`src/rtl/psk_sweep_ctl_if.sv`:
```
// Bus between the PSK sweep sequencer and its NCO/correlator datapath.
// The master side drives start and the correlator values; the slave side
// (the sequencer) drives the NCO words, the correlator reset and the status.
interface psk_sweep_ctl_if #(
  parameter int CW_W  = 12,
  parameter int VAL_W = 8
);
  logic               start;
  logic [VAL_W-1:0]   i_value;
  logic [VAL_W-1:0]   q_value;
  logic [CW_W-1:0]    fcw;
  logic [CW_W-1:0]    pcw;
  logic               corr_rst;
  logic               busy;
  logic               done;
  logic               locked;
  logic [CW_W-1:0]    best_fcw;
  logic [CW_W-1:0]    best_pcw;
  logic [2*VAL_W:0]   best_energy;

  modport master (
    output start, i_value, q_value,
    input  fcw, pcw, corr_rst, busy, done, locked, best_fcw, best_pcw, best_energy
  );

  modport slave (
    input  start, i_value, q_value,
    output fcw, pcw, corr_rst, busy, done, locked, best_fcw, best_pcw, best_energy
  );
endinterface

```
`src/rtl/psk_sweep_ctl.sv`:
```
// PSK acquisition sequencer: walks the NCO frequency/phase grid, holds the
// correlators in reset while each setting settles, scores every grid point by
// I^2+Q^2 after a fixed dwell window and finally parks the NCOs on the best
// point, flagging lock when its energy reaches THRESH.
module psk_sweep_ctl #(
  parameter int                CW_W    = 12,
  parameter int                VAL_W   = 8,
  parameter int                WIN_LEN = 256,
  parameter int                SETTLE  = 4,
  parameter logic [CW_W-1:0]   F_START = 12'h0F0,
  parameter logic [CW_W-1:0]   F_STEP  = 12'h004,
  parameter int                F_COUNT = 8,
  parameter int                P_STEPS = 4,
  parameter int                THRESH  = 1000
) (
  input  logic              clk,
  input  logic              rst,
  psk_sweep_ctl_if.slave    bus
);

  localparam int E_W      = 2 * VAL_W + 1;
  localparam int CNT_MAX  = (WIN_LEN > SETTLE) ? WIN_LEN : SETTLE;
  localparam int CNT_W    = $clog2(CNT_MAX + 1);
  localparam int P_W      = $clog2(P_STEPS) + 1;
  localparam int F_W      = $clog2(F_COUNT) + 1;
  localparam logic [CW_W-1:0] P_INC = CW_W'((2 ** CW_W) / P_STEPS);

  typedef enum logic [2:0] {
    S_IDLE, S_SETTLE, S_DWELL, S_DUMP, S_EVAL, S_NEXT, S_FIN
  } state_e;

  state_e             state_q, state_d;
  logic [CNT_W-1:0]   cnt_q, cnt_d;
  logic [P_W-1:0]     pidx_q, pidx_d;
  logic [F_W-1:0]     fidx_q, fidx_d;
  logic [CW_W-1:0]    fcw_q, fcw_d;
  logic [CW_W-1:0]    pcw_q, pcw_d;
  logic [CW_W-1:0]    best_fcw_q, best_fcw_d;
  logic [CW_W-1:0]    best_pcw_q, best_pcw_d;
  logic [E_W-1:0]     best_energy_q, best_energy_d;
  logic               locked_q, locked_d;
  logic [VAL_W-1:0]   i_q, i_d;
  logic [VAL_W-1:0]   q_q, q_d;

  logic               settle_end;
  logic               dwell_end;
  logic               last_phase;
  logic               last_point;
  logic [E_W-1:0]     energy;

  assign settle_end = (cnt_q == CNT_W'(SETTLE - 1));
  assign dwell_end  = (cnt_q == CNT_W'(WIN_LEN - 1));
  assign last_phase = (pidx_q == P_W'(P_STEPS - 1));
  assign last_point = last_phase && (fidx_q == F_W'(F_COUNT - 1));
  // Full-width products: the sum of two max squares needs exactly E_W bits.
  assign energy     = E_W'(i_q) * E_W'(i_q) + E_W'(q_q) * E_W'(q_q);

  // State and datapath registers with synchronous reset.
  always_ff @(posedge clk) begin
    // NOTE: sequential state uses non-blocking assignments so every flop
    // samples the pre-edge values, independent of statement order.
    if (rst) begin
      state_q       <= S_IDLE;
      cnt_q         <= '0;
      pidx_q        <= '0;
      fidx_q        <= '0;
      fcw_q         <= F_START;
      pcw_q         <= '0;
      best_fcw_q    <= '0;
      best_pcw_q    <= '0;
      best_energy_q <= '0;
      locked_q      <= 1'b0;
      i_q           <= '0;
      q_q           <= '0;
    end else begin
      state_q       <= state_d;
      cnt_q         <= cnt_d;
      pidx_q        <= pidx_d;
      fidx_q        <= fidx_d;
      fcw_q         <= fcw_d;
      pcw_q         <= pcw_d;
      best_fcw_q    <= best_fcw_d;
      best_pcw_q    <= best_pcw_d;
      best_energy_q <= best_energy_d;
      locked_q      <= locked_d;
      i_q           <= i_d;
      q_q           <= q_d;
    end
  end

  // Next-state decode for the sweep sequence.
  always_comb begin
    // NOTE: a default assignment first keeps every path assigned, so no
    // latch is inferred when a branch leaves the value untouched.
    state_d = state_q;
    unique case (state_q)
      S_IDLE:   if (bus.start) state_d = S_SETTLE;
      S_SETTLE: if (settle_end) state_d = S_DWELL;
      S_DWELL:  if (dwell_end)  state_d = S_DUMP;
      S_DUMP:   state_d = S_EVAL;
      S_EVAL:   state_d = S_NEXT;
      S_NEXT:   state_d = last_point ? S_FIN : S_SETTLE;
      S_FIN:    state_d = S_IDLE;
      default:  state_d = S_IDLE;
    endcase
  end

  // Counters, grid stepping, correlator capture and best-point tracking.
  always_comb begin
    cnt_d         = '0;
    pidx_d        = pidx_q;
    fidx_d        = fidx_q;
    fcw_d         = fcw_q;
    pcw_d         = pcw_q;
    best_fcw_d    = best_fcw_q;
    best_pcw_d    = best_pcw_q;
    best_energy_d = best_energy_q;
    locked_d      = locked_q;
    i_d           = i_q;
    q_d           = q_q;
    unique case (state_q)
      S_IDLE: begin
        if (bus.start) begin
          fcw_d         = F_START;
          pcw_d         = '0;
          pidx_d        = '0;
          fidx_d        = '0;
          // Seeding the best point with the first grid point makes an
          // all-zero sweep report that point under the strict compare.
          best_fcw_d    = F_START;
          best_pcw_d    = '0;
          best_energy_d = '0;
          locked_d      = 1'b0;
        end
      end
      S_SETTLE: cnt_d = settle_end ? '0 : cnt_q + 1'b1;
      S_DWELL:  cnt_d = dwell_end  ? '0 : cnt_q + 1'b1;
      S_DUMP: begin
        i_d = bus.i_value;
        q_d = bus.q_value;
      end
      S_EVAL: begin
        if (energy > best_energy_q) begin
          best_energy_d = energy;
          best_fcw_d    = fcw_q;
          best_pcw_d    = pcw_q;
        end
      end
      S_NEXT: begin
        if (last_point) begin
          // Park on the winner so the words are already valid during FIN.
          fcw_d    = best_fcw_q;
          pcw_d    = best_pcw_q;
          locked_d = (best_energy_q >= E_W'(THRESH));
        end else if (last_phase) begin
          pidx_d = '0;
          pcw_d  = '0;
          fcw_d  = fcw_q + F_STEP;
          fidx_d = fidx_q + 1'b1;
        end else begin
          pidx_d = pidx_q + 1'b1;
          pcw_d  = pcw_q + P_INC;
        end
      end
      default: ;
    endcase
  end

  // Moore outputs decoded from the current state.
  always_comb begin
    bus.corr_rst    = (state_q != S_DWELL);
    bus.busy        = (state_q != S_IDLE) && (state_q != S_FIN);
    bus.done        = (state_q == S_FIN);
    bus.fcw         = fcw_q;
    bus.pcw         = pcw_q;
    bus.locked      = locked_q;
    bus.best_fcw    = best_fcw_q;
    bus.best_pcw    = best_pcw_q;
    bus.best_energy = best_energy_q;
  end

endmodule

```
`src/flat_wrapper.sv`:
```
// flat-port wrapper written by rule: the top's interface ports become plain ports
module psk_sweep_ctl_flat 
#(
  parameter int                CW_W    = 12,
  parameter int                VAL_W   = 8,
  parameter int                WIN_LEN = 256,
  parameter int                SETTLE  = 4,
  parameter logic [CW_W-1:0]   F_START = 12'h0F0,
  parameter logic [CW_W-1:0]   F_STEP  = 12'h004,
  parameter int                F_COUNT = 8,
  parameter int                P_STEPS = 4,
  parameter int                THRESH  = 1000
)
  (clk, rst, bus_start, bus_i_value, bus_q_value, bus_fcw, bus_pcw, bus_corr_rst, bus_busy, bus_done, bus_locked, bus_best_fcw, bus_best_pcw, bus_best_energy);
  psk_sweep_ctl_if #(.CW_W(CW_W), .VAL_W(VAL_W)) bus_i ();
  input  logic clk;
  input  logic rst;
  input wire logic [$bits(bus_i.start)-1:0] bus_start;
  input wire logic [$bits(bus_i.i_value)-1:0] bus_i_value;
  input wire logic [$bits(bus_i.q_value)-1:0] bus_q_value;
  output wire logic [$bits(bus_i.fcw)-1:0] bus_fcw;
  output wire logic [$bits(bus_i.pcw)-1:0] bus_pcw;
  output wire logic [$bits(bus_i.corr_rst)-1:0] bus_corr_rst;
  output wire logic [$bits(bus_i.busy)-1:0] bus_busy;
  output wire logic [$bits(bus_i.done)-1:0] bus_done;
  output wire logic [$bits(bus_i.locked)-1:0] bus_locked;
  output wire logic [$bits(bus_i.best_fcw)-1:0] bus_best_fcw;
  output wire logic [$bits(bus_i.best_pcw)-1:0] bus_best_pcw;
  output wire logic [$bits(bus_i.best_energy)-1:0] bus_best_energy;
  assign bus_i.start = bus_start;
  assign bus_i.i_value = bus_i_value;
  assign bus_i.q_value = bus_q_value;
  assign bus_fcw = bus_i.fcw;
  assign bus_pcw = bus_i.pcw;
  assign bus_corr_rst = bus_i.corr_rst;
  assign bus_busy = bus_i.busy;
  assign bus_done = bus_i.done;
  assign bus_locked = bus_i.locked;
  assign bus_best_fcw = bus_i.best_fcw;
  assign bus_best_pcw = bus_i.best_pcw;
  assign bus_best_energy = bus_i.best_energy;
  psk_sweep_ctl #(.CW_W(CW_W), .VAL_W(VAL_W), .WIN_LEN(WIN_LEN), .SETTLE(SETTLE), .F_START(F_START), .F_STEP(F_STEP), .F_COUNT(F_COUNT), .P_STEPS(P_STEPS), .THRESH(THRESH)) u_core (.clk(clk), .rst(rst), .bus(bus_i));
endmodule
```
`config.mk`:
```
export PLATFORM = sky130hd
export DESIGN_NAME = psk_sweep_ctl_flat
export DESIGN_NICKNAME = d
export VERILOG_FILES = /design/src/rtl/psk_sweep_ctl_if.sv /design/src/rtl/psk_sweep_ctl.sv /design/src/flat_wrapper.sv
export SDC_FILE = /design/constraint.sdc
export NUM_CORES = 1
export LEC_CHECK = 0
export CAP_MARGIN = 10
export CELL_PAD_IN_SITES_DETAIL_PLACEMENT = 1
export CELL_PAD_IN_SITES_GLOBAL_PLACEMENT = 1
export CORE_AREA = 5 5 144 146
export DETAILED_ROUTE_END_ITERATION = 8
export DIE_AREA = 0 0 149 151
export PLACE_DENSITY = 0.85
export SLEW_MARGIN = 20
export SYNTH_ARGS = -nofsm -noshare
export SYNTH_HDL_FRONTEND = slang
export SYNTH_SLANG_ARGS = --single-unit
```
`constraint.sdc`:
```
create_clock -name clk -period 16.4 [get_ports clk]
set_clock_uncertainty 0.2 [all_clocks]
set_input_delay 3.28 -clock clk [delete_from_list [all_inputs] [get_ports clk]]
set_output_delay 3.28 -clock clk [all_outputs]
set_load 0.02 [all_outputs]
```
==> qor.csv, run 1 <==
metric,value,unit
clk buf depth,2,
"commonest non-fill, non-tap cells in the layout","inv_1 (127), dfxtp_1 (101), clkdlybuf4s50_1 (86)",
GRT overflow,0,
CTS tree,done,
Worst EP arrival,8.32,ns
CP Data Required Time,16.49,ns
pin count of the biggest net entering global routing,89,
RR Startpoint,u_core.i_q[4],
Post-DP HPWL,18170,µm
met3 wire length,1006,µm
register area share after synthesis,23.64,%
synth warn,0,
max cap viols,0,
Mapped Cells,997,
setup bufs post-CTS,0,
Layout Cells excl Fill,1308,
Max Clk Rate,121.5,MHz
Top Layer Used,met4,
VDD IR max,0.00006460,V
Inserted Diodes,0,
post-synth top area share,23.64,%
Hold Path Class,reg2reg,
Avg Inst Size Synth,8.579,µm²
H-tree levels,3,
"Top FF cell, synth",dfxtp_1,
Row Count,51,
vias in the first global route,8002,
root buffer cell,clkbuf_16,
Period minus WS final,8.234,ns
Placed Cells,1292,
Cell variety after synth,68,
CTS resizes,0,
largest cells by area after synthesis,"dfxtp_1 (24%), fa_1 (18%), ha_1 (12%)",
layout cells sized above 1,5.177,%
CP Launch Type,flip-flop,
area grow syn2layout,15.39,%
# setup viols final,0,
Yosys reg bits,101,
Multi-input gate area,0.005814,mm²
Critical R2R Capture,u_core.bus.best_energy[9],
setup TNS,0,ns
1st-pass router iterations,6,
"FFs w/ async S/R, synth",0,%
core area,0.01927,mm²
initial antenna violation count,0,
Die Y,151,µm
I/O pin cnt,88,
worst-path fanout max,45,
syn_nets,1172,
met2 wire len,11650,µm
hold-fix buffer count after cts,0,
Final Hold Viols,0,
Initial Util,44.38,%
pin slew with the least headroom to its limit,1.090,ns
Post-synth EDFFs,0,
Pleak,4.176,nW
insertion delay to the later sink of the worst-skew pair,0.36,ns
Post-DRT Antenna Nets,0,
Num CTS Buffers,9,
Worst Setup EP,u_core.bus.best_energy[9],
"commonest non-fill, non-tap cell in the layout",inv_1,
fill cell count,2324,
Port Buffer Count,87,
crit end category,flip-flop,
"area leader, netlist",dfxtp_1,
DRT met1 WL,11230,µm
Initial DRC Count,431,
Critical Path Start,u_core.i_q[4],
detailed-route wire length,24350,µm
die width,149,µm
final hold slack,0.2690,ns
die area,0.02250,mm²
status,"finished, final reports clean",
Final Max Tran Viols,0,
Setup CP Type,reg2reg,
CTS Sinks,101,
first-pass GRT wire length,41060,µm
Routed WL per cell,18.62,µm
vias per std cell,5.654,
NumNets Final,1213,
R2R setup slack,8.17,ns
reg2reg path depth,24,
area of the mapped netlist,0.008553,mm²
RSZ-0062 raised after global routing,no,
fin crit share,50.21,%
storage element area,0.002022,mm²
Slew headroom,27.34,%
gr usage total,22.61,%
"Reg clk slew, reported paths",0.08,ns
DRC viols,0,
PD cells,50.13,mW/mm²
routability congestion estimate,0.8465,
Vias,7395,
## cell families after synthesis
kind of cell,count (synthesis),share of synthesized area [%]
mux,2,0.2487
compound gates,224,18.40
flops,101,23.64
buf+inv,191,8.704
xor+xnor,21,2.150
fa+ha+maj,156,29.49
simple gates,302,17.36
## per-layer routing
layer,GRT usage [%],vias up
met5,0,-
li1,-,3482
met4,6.682,0
met2,37.93,164
met1,30.37,3710
met3,3.411,39
## synth_stat cells, types with 21 or more instances
| cell type | count |
|---|---|
| nor2_1 | 60 |
| dfxtp_1 | 101 |
| nand2_1 | 81 |
| nand3_1 | 46 |
| ha_1 | 80 |
| inv_1 | 127 |
| a21oi_1 | 71 |
| o221ai_1 | 21 |
| clkbuf_1 | 52 |
| and2_1 | 39 |
| fa_1 | 76 |
## sequential cells by signal (all words and copies together), names as in the netlist
signal	cells
u_core.bus.best_fcw	12
u_core.bus.locked	1
u_core.bus.best_pcw	12
u_core.fidx_q	4
u_core.bus.pcw	12
u_core.cnt_q	9
u_core.state_q	3
u_core.bus.fcw	12
u_core.pidx_q	3
u_core.bus.best_energy	17
u_core.q_q	8
u_core.i_q	8
## worst min-delay path by stage
stage                       to  cells past startpoint  slack, ns             from
2_1_floorplan  u_core.cnt_q[0]                      1       0.23  u_core.cnt_q[0]
3_3_place_gp   u_core.cnt_q[0]                      1       0.24  u_core.cnt_q[0]
3_5_place_dp   u_core.cnt_q[0]                      1       0.26  u_core.cnt_q[0]
4_1_cts        u_core.cnt_q[0]                      1       0.28  u_core.cnt_q[0]
5_1_grt        u_core.cnt_q[0]                      1       0.30  u_core.cnt_q[0]
6_report       u_core.cnt_q[0]                      1       0.27  u_core.cnt_q[0]
## worst max-delay path, stage by stage, from the launching register on
cell and delay (ns):
dfxtp_1 0.64, nand2_1 0.17, fa_1 0.53, fa_1 0.56
inv_1 0.05, fa_1 0.51, fa_1 0.44, fa_1 0.56
inv_1 0.06, fa_1 0.54, inv_1 0.04, ha_1 0.38
a21o_1 0.25, a31oi_1 0.26, a21oi_1 0.16, or3_1 0.39
and2_1 0.17, ha_1 0.28, and2_0 0.18, a221o_1 0.32
a221oi_2 0.40, o21ai_4 0.19, buf_4 0.35, a211o_1 0.37
a21oi_2 0.13
## final cells by class
type	count	area share, %
multi-input cells	705	58.91
well taps	265	3.360
repair buffers	94	9.331
clock inverters	7	0.7987
inverters	127	4.830
flip-flops and latches	101	20.49
clock buffers	9	2.282
## power breakdown
part / switching (mW) / total (mW) / internal [mW] / leakage [nW]
clock network: 0.110 / 0.218 / 0.108 / 0.148
logic: 0.0166 / 0.0272 / 0.0106 / 3.21
registers: 0.00249 / 0.249 / 0.247 / 0.815
## metrics by stage
stage                     util, %  setup WS (ns)  power (mW)  cell area [µm²]
after floorplan                 -          9.075      0.2693             8553
after global placement      49.64          8.417      0.2813             9565
after detailed placement    49.64          8.297      0.2819             9565
after CTS                   51.21          8.199      0.4978             9869
after global routing        51.21          7.733      0.5105             9869
final                       51.21          8.166      0.4948             9869
Note: power is estimated with default switching activity, not from simulation.
==> inputs of run 2 (changes only) <==
--- a/config.mk
+++ b/config.mk
@@ -8,10 +8,10 @@
 export CAP_MARGIN = 10
 export CELL_PAD_IN_SITES_DETAIL_PLACEMENT = 1
 export CELL_PAD_IN_SITES_GLOBAL_PLACEMENT = 1
-export CORE_AREA = 5 5 144 146
+export CORE_AREA = 5 5 146 148
 export DETAILED_ROUTE_END_ITERATION = 8
-export DIE_AREA = 0 0 149 151
-export PLACE_DENSITY = 0.85
+export DIE_AREA = 0 0 151 153
+export PLACE_DENSITY = 0.83
 export SLEW_MARGIN = 20
 export SYNTH_ARGS = -nofsm -noshare
 export SYNTH_HDL_FRONTEND = slang
==> constraint.sdc (replaced) <==
create_clock -name clk -period 8.2 [get_ports clk]
set_clock_uncertainty 0.2 [all_clocks]
set_input_delay 1.64 -clock clk [delete_from_list [all_inputs] [get_ports clk]]
set_output_delay 1.64 -clock clk [all_outputs]
set_load 0.02 [all_outputs]
==> qor.csv, run 2 (synthesis gave the netlist of run 1 again) <==
metric,value,unit,change
fin crit share,96.29,%,+46 points
area grow syn2layout,17.88,%,
status,"finished, final reports clean",,
Placement Cell Area,0.009704,mm²,+1.5%
"commonest non-fill, non-tap cell in the layout",inv_1,,
reg2reg path depth,24,,unchanged
pin count of the biggest net entering global routing,66,,-26%
Hold Path Class,reg2reg,,
crit path cell chain,"nand2_1, fa_1, inv_1, fa_1, fa_1, fa_1, fa_1, inv_1, fa_1, inv_1, ha_1, and3_1, nand2_1, a21oi_1, or3_1, and2_1, ha_1, and2_0, a221o_1, a221oi_4, o21ai_4, buf_4, a211o_1, a21oi_2",,
hold_sp,u_core.cnt_q[0],,
max cap viols,0,,unchanged
die width,151,µm,+1.3%
worst-path fanout max,9,,-80%
Sw Share,27.08,%,+0.94 points
"commonest non-fill, non-tap cells in the layout","inv_1 (127), dfxtp_1 (96), clkdlybuf4s50_1 (86)",,
Final WS setup,0.3046,ns,-7.862 ns
GRT overflow,0,,unchanged
final hold slack,0.2710,ns,+0.001961 ns
vias per std cell,5.612,,-0.73%
PD cells,99.44,mW/mm²,+98%
gr usage total,21.56,%,-1.0 points
Clk pwr share,44.8,%,+0.6 points
VDD IR max,0.00009414,V,+46%
die area,0.02310,mm²,+2.7%
Port Buffer Count,87,,unchanged
CP bufs+invs,4,,unchanged
1st-pass router iterations,4,,-2
Post-DP HPWL,18590,µm,+2.3%
I/O pin cnt,88,,unchanged
Comb power frac,5.5,%,about the same
first-pass GRT wire length,40670,µm,-0.96%
routability congestion estimate,0.8566,,+1.2%
core area,0.01991,mm²,+3.3%
Slew headroom,31.60,%,+4.3 points
CP Data Required Time,8.29,ns,-8.20 ns
slowest cell on the critical path,dfxtp_1,,
H-tree levels,3,,unchanged
Pleak,4.294,nW,+2.8%
# setup viols final,0,,unchanged
pin slew with the least headroom to its limit,1.026,ns,-0.06399 ns
max reg flops,17,,unchanged
post-route cell area,0.01008,mm²,+2.2%
initial antenna violation count,0,,unchanged
hold path depth,1,,unchanged
Initial DRC Count,485,,+13%
Vias,7487,,+1.2%
internal power,0.7311,mW,+100%
CTS Sinks,101,,unchanged
Row Count,52,,+2.0%
CP max stage delay,0.56,ns,-0.08 ns
"Reg clk slew, reported paths",0.08,ns,about the same
Critical Path Start,u_core.q_q[3],,
Post-DRT Antenna Nets,0,,unchanged
crit end category,flip-flop,,
CTS tree,done,,
root buffer cell,clkbuf_16,,
Crit path depth,24,,unchanged
Period minus WS final,7.895,ns,-0.3384 ns
NumNets Final,1234,,+1.7%
Worst EP arrival,7.99,ns,-0.33 ns
Num CTS Buffers,9,,unchanged
Flop pwr share,49.6,%,-0.8 points
DP Worst Slack,0.05430,ns,-8.243 ns
hold-fix buffer count after cts,0,,unchanged
Inserted Diodes,0,,unchanged
Max Clk Rate,126.7,MHz,+4.3%
detailed-route wire length,24750,µm,+1.6%
RR Startpoint,u_core.q_q[3],,
Final Hold Viols,0,,unchanged
"delay-heaviest family, CP",adder cells,,
CP Launch Type,flip-flop,,
layout cells sized above 1,7.613,%,+2.4 points
clk buf depth,2,,unchanged
DRC viols,0,,unchanged
Final Max Tran Viols,0,,unchanged
Setup CP Type,reg2reg,,
insertion delay to the later sink of the worst-skew pair,0.36,ns,about the same
critical path's most frequent cell,fa_1,,
vias in the first global route,7877,,-1.6%
Switching Power,0.2715,mW,+110%
Initial Util,42.96,%,-1.4 points
Die Y,153,µm,+1.3%
Routed WL per cell,18.55,µm,-0.36%
[run 2: cell count changes in the layout (fill, tap and decap cells not counted), moves of 2 or more]
cell	before	now
buf_4	8	27
dfxtp_1	101	96
dfxtp_2	0	5
clkinv_4	3	1
[run 2: what timing repair did]
item                       4_1_cts  5_1_grt
setup endpoints to repair        0       41
setup buffers                    0        4
resized for setup                0        9
[run 2: final cells by class]
| cell class | count | area (µm²) |
|---|---|---|
| clock buffer | 9 | 225.2 |
| clock inverter | 7 | 75.07 |
| fill | 2395 | 9827 |
| inverter | 127 | 476.7 |
| multi-input combinational | 706 | 5856 |
| sequential | 101 | 2028 |
| tap | 270 | 337.8 |
| timing repair buffer | 114 | 1084 |
[run 2: routing by layer]
metal  vias up  wire (µm)  GRT usage [%]
met5         -          0              0
met4         0        326          4.620
met3        29       1130          2.784
met2       175      12130          36.03
met1      3758      11160          29.86
li1       3525          -              -
[run 2: through the flow]
| stage | TNS [ns] | power, mW | instances | utilization (%) |
|---|---|---|---|---|
| floorplan | 0 | 0.5386 | 997 | - |
| global placement | 0 | 0.5632 | 1313 | 48.74 |
| detailed placement | 0 | 0.5639 | 1313 | 48.74 |
| CTS | 0 | 1.008 | 1329 | 50.25 |
| global route | -0.2120 | 1.032 | 1334 | 50.64 |
| finish | 0 | 1.003 | 1334 | 50.64 |
[run 2: final timing paths]
path / endpoint / slack (ns)
setup / recovery: u_core.bus.best_energy[9] / 0.30
hold / removal: u_core.cnt_q[0] / 0.27
setup reg to reg: u_core.bus.best_energy[9] / 0.30
hold reg to reg: u_core.cnt_q[0] / 0.27
[run 2: power groups by stage]
stage	Clock [mW]	Sequential (mW)	Combinational [mW]
after detailed placement	0	0.509	0.0547
final	0.450	0.498	0.0553
after floorplan	0	0.510	0.0283
after CTS	0.455	0.498	0.0551
after global placement	0	0.509	0.0540
after global routing	0.474	0.498	0.0597
==> inputs of run 3 (changes only) <==
--- a/config.mk
+++ b/config.mk
@@ -11,8 +11,9 @@
 export CORE_AREA = 5 5 146 148
 export DETAILED_ROUTE_END_ITERATION = 8
 export DIE_AREA = 0 0 151 153
+export GPL_ROUTABILITY_DRIVEN = 1
 export PLACE_DENSITY = 0.83
-export SLEW_MARGIN = 20
+export SLEW_MARGIN = 30
 export SYNTH_ARGS = -nofsm -noshare
 export SYNTH_HDL_FRONTEND = slang
 export SYNTH_SLANG_ARGS = --single-unit
==> qor.csv, run 3 (synthesis gave the netlist of run 1 again) <==
metric,value,unit,change
clk buf depth,2,,unchanged
layout cells sized above 1,7.707,%,+0.094 points
fin crit share,96.15,%,-0.14 points
Critical R2R Capture,u_core.bus.best_energy[9],,
final hold slack,0.2668,ns,-0.004164 ns
hold_sp,u_core.cnt_q[0],,
H-tree levels,3,,unchanged
pin slew with the least headroom to its limit,0.8102,ns,-0.2158 ns
crit end category,flip-flop,,
routability congestion estimate,0.8566,,unchanged
status,"finished, final reports clean",,
Die Y,153,µm,unchanged
fill cell count,2393,,-0.084%
initial antenna violation count,0,,unchanged
GRT overflow,0,,unchanged
Num CTS Buffers,9,,unchanged
Inserted Diodes,0,,unchanged
Hold EP,u_core.cnt_q[0],,
Setup CP Type,reg2reg,,
Layout Cells excl Fill,1334,,unchanged
1st-pass router iterations,6,,+2
root buffer cell,clkbuf_16,,
die area,0.02310,mm²,unchanged
Pleak,4.294,nW,about the same
detailed-route wire length,24820,µm,+0.28%
Slew headroom,45.99,%,+14 points
Period minus WS final,7.884,ns,-0.01126 ns
Placed Cells,1313,,unchanged
reg2reg path depth,24,,unchanged
insertion delay to the later sink of the worst-skew pair,0.36,ns,about the same
NumNets Final,1234,,unchanged
PD cells,99.30,mW/mm²,-0.15%
core area,0.01991,mm²,unchanged
DRC viols,0,,unchanged
fin util,50.66,%,about the same
VDD IR max,0.00009412,V,about the same
vias in the first global route,7877,,unchanged
hold path depth,1,,unchanged
max cap viols,0,,unchanged
gr usage total,21.56,%,unchanged
Final Max Tran Viols,0,,unchanged
Placement Cell Area,0.009704,mm²,unchanged
first-pass GRT wire length,40670,µm,unchanged
RR Startpoint,u_core.q_q[1],,
Initial DRC Count,461,,-4.9%
Vias,7524,,+0.49%
worst-path fanout max,8,,-1
"commonest non-fill, non-tap cells in the layout","inv_1 (127), dfxtp_1 (96), clkdlybuf4s50_1 (86)",,
Final WS setup,0.3158,ns,+0.01126 ns
Final Hold Viols,0,,unchanged
# setup viols final,0,,unchanged
Port Buffer Count,87,,unchanged
die width,151,µm,unchanged
Pwr Total,1.002,mW,-0.11%
max reg flops,17,,unchanged
CP Data Required Time,8.29,ns,about the same
CTS Sinks,101,,unchanged
CTS tree,done,,
setup TNS,0,ns,unchanged
Initial Util,42.96,%,unchanged
Routed WL per cell,18.60,µm,+0.28%
hold-fix buffer count after cts,0,,unchanged
Critical Path Start,u_core.q_q[1],,
pin count of the biggest net entering global routing,66,,unchanged
Post-DRT Antenna Nets,0,,unchanged
Hold Path Class,reg2reg,,
Max Clk Rate,126.8,MHz,+0.14%
I/O pin cnt,88,,unchanged
CP Launch Type,flip-flop,,
vias per std cell,5.640,,+0.49%
"commonest non-fill, non-tap cell in the layout",inv_1,,
DP Worst Slack,0.05430,ns,unchanged
"Reg clk slew, reported paths",0.08,ns,about the same
area grow syn2layout,17.92,%,about the same
Post-DP HPWL,18590,µm,unchanged
Worst EP arrival,7.98,ns,about the same
Row Count,52,,unchanged
post-route cell area,0.01009,mm²,about the same
R2R setup slack,0.32,ns,about the same
## run 3: report_power, final
group | switching (mW) | leakage [nW] | total, mW | internal (mW)
clock | 0.232 | 0.148 | 0.448 | 0.216
combinational | 0.0341 | 3.33 | 0.0555 | 0.0214
sequential | 0.00448 | 0.818 | 0.498 | 0.493
total | 0.270 | 4.29 | 1.00 | 0.731
## run 3: worst max path at each step
stage,end
floorplan,u_core.bus.best_energy[10]
global placement,u_core.bus.best_fcw[6]
detailed placement,u_core.bus.best_fcw[4]
CTS,u_core.bus.best_fcw[4]
global route,u_core.bus.best_energy[9]
finish,u_core.bus.best_energy[9]
## run 3: per-layer routing
metal	GRT usage [%]	up-vias	wire (µm)
met1	29.86	3787	11080
li1	-	3532	-
met4	4.620	0	362
met5	0	-	0
met3	2.784	35	1168
met2	36.03	170	12200
## run 3: repair_timing
action,CTS,global route
setup endpoints to repair,0,41
resized for setup,0,9
buffers inserted,0,4
## run 3: worst max-delay path, cell delays in order, from the launching register on
cell	delay, ns
dfxtp_1	0.41
buf_4	0.20
and2_1	0.20
fa_1	0.50
fa_1	0.53
fa_1	0.53
fa_1	0.52
fa_1	0.55
inv_1	0.05
fa_1	0.52
inv_1	0.04
ha_1	0.38
and3_1	0.28
nand2_1	0.12
a21oi_1	0.08
or3_1	0.39
and2_1	0.17
ha_1	0.29
and2_0	0.19
a221o_1	0.35
a221oi_4	0.46
o21ai_4	0.18
buf_4	0.20
a211o_1	0.32
a21oi_2	0.13
## run 3: layout make-up
type	instances	area, µm²	area share [%]
Clock inverter	7	75.07	0.7443
Multi-Input combinational cell	706	5859	58.09
Clock buffer	9	225.2	2.233
Timing Repair Buffer	114	1084	10.74
Sequential cell	101	2028	20.11
Inverter	127	476.7	4.726
Tap cell	270	337.8	3.349
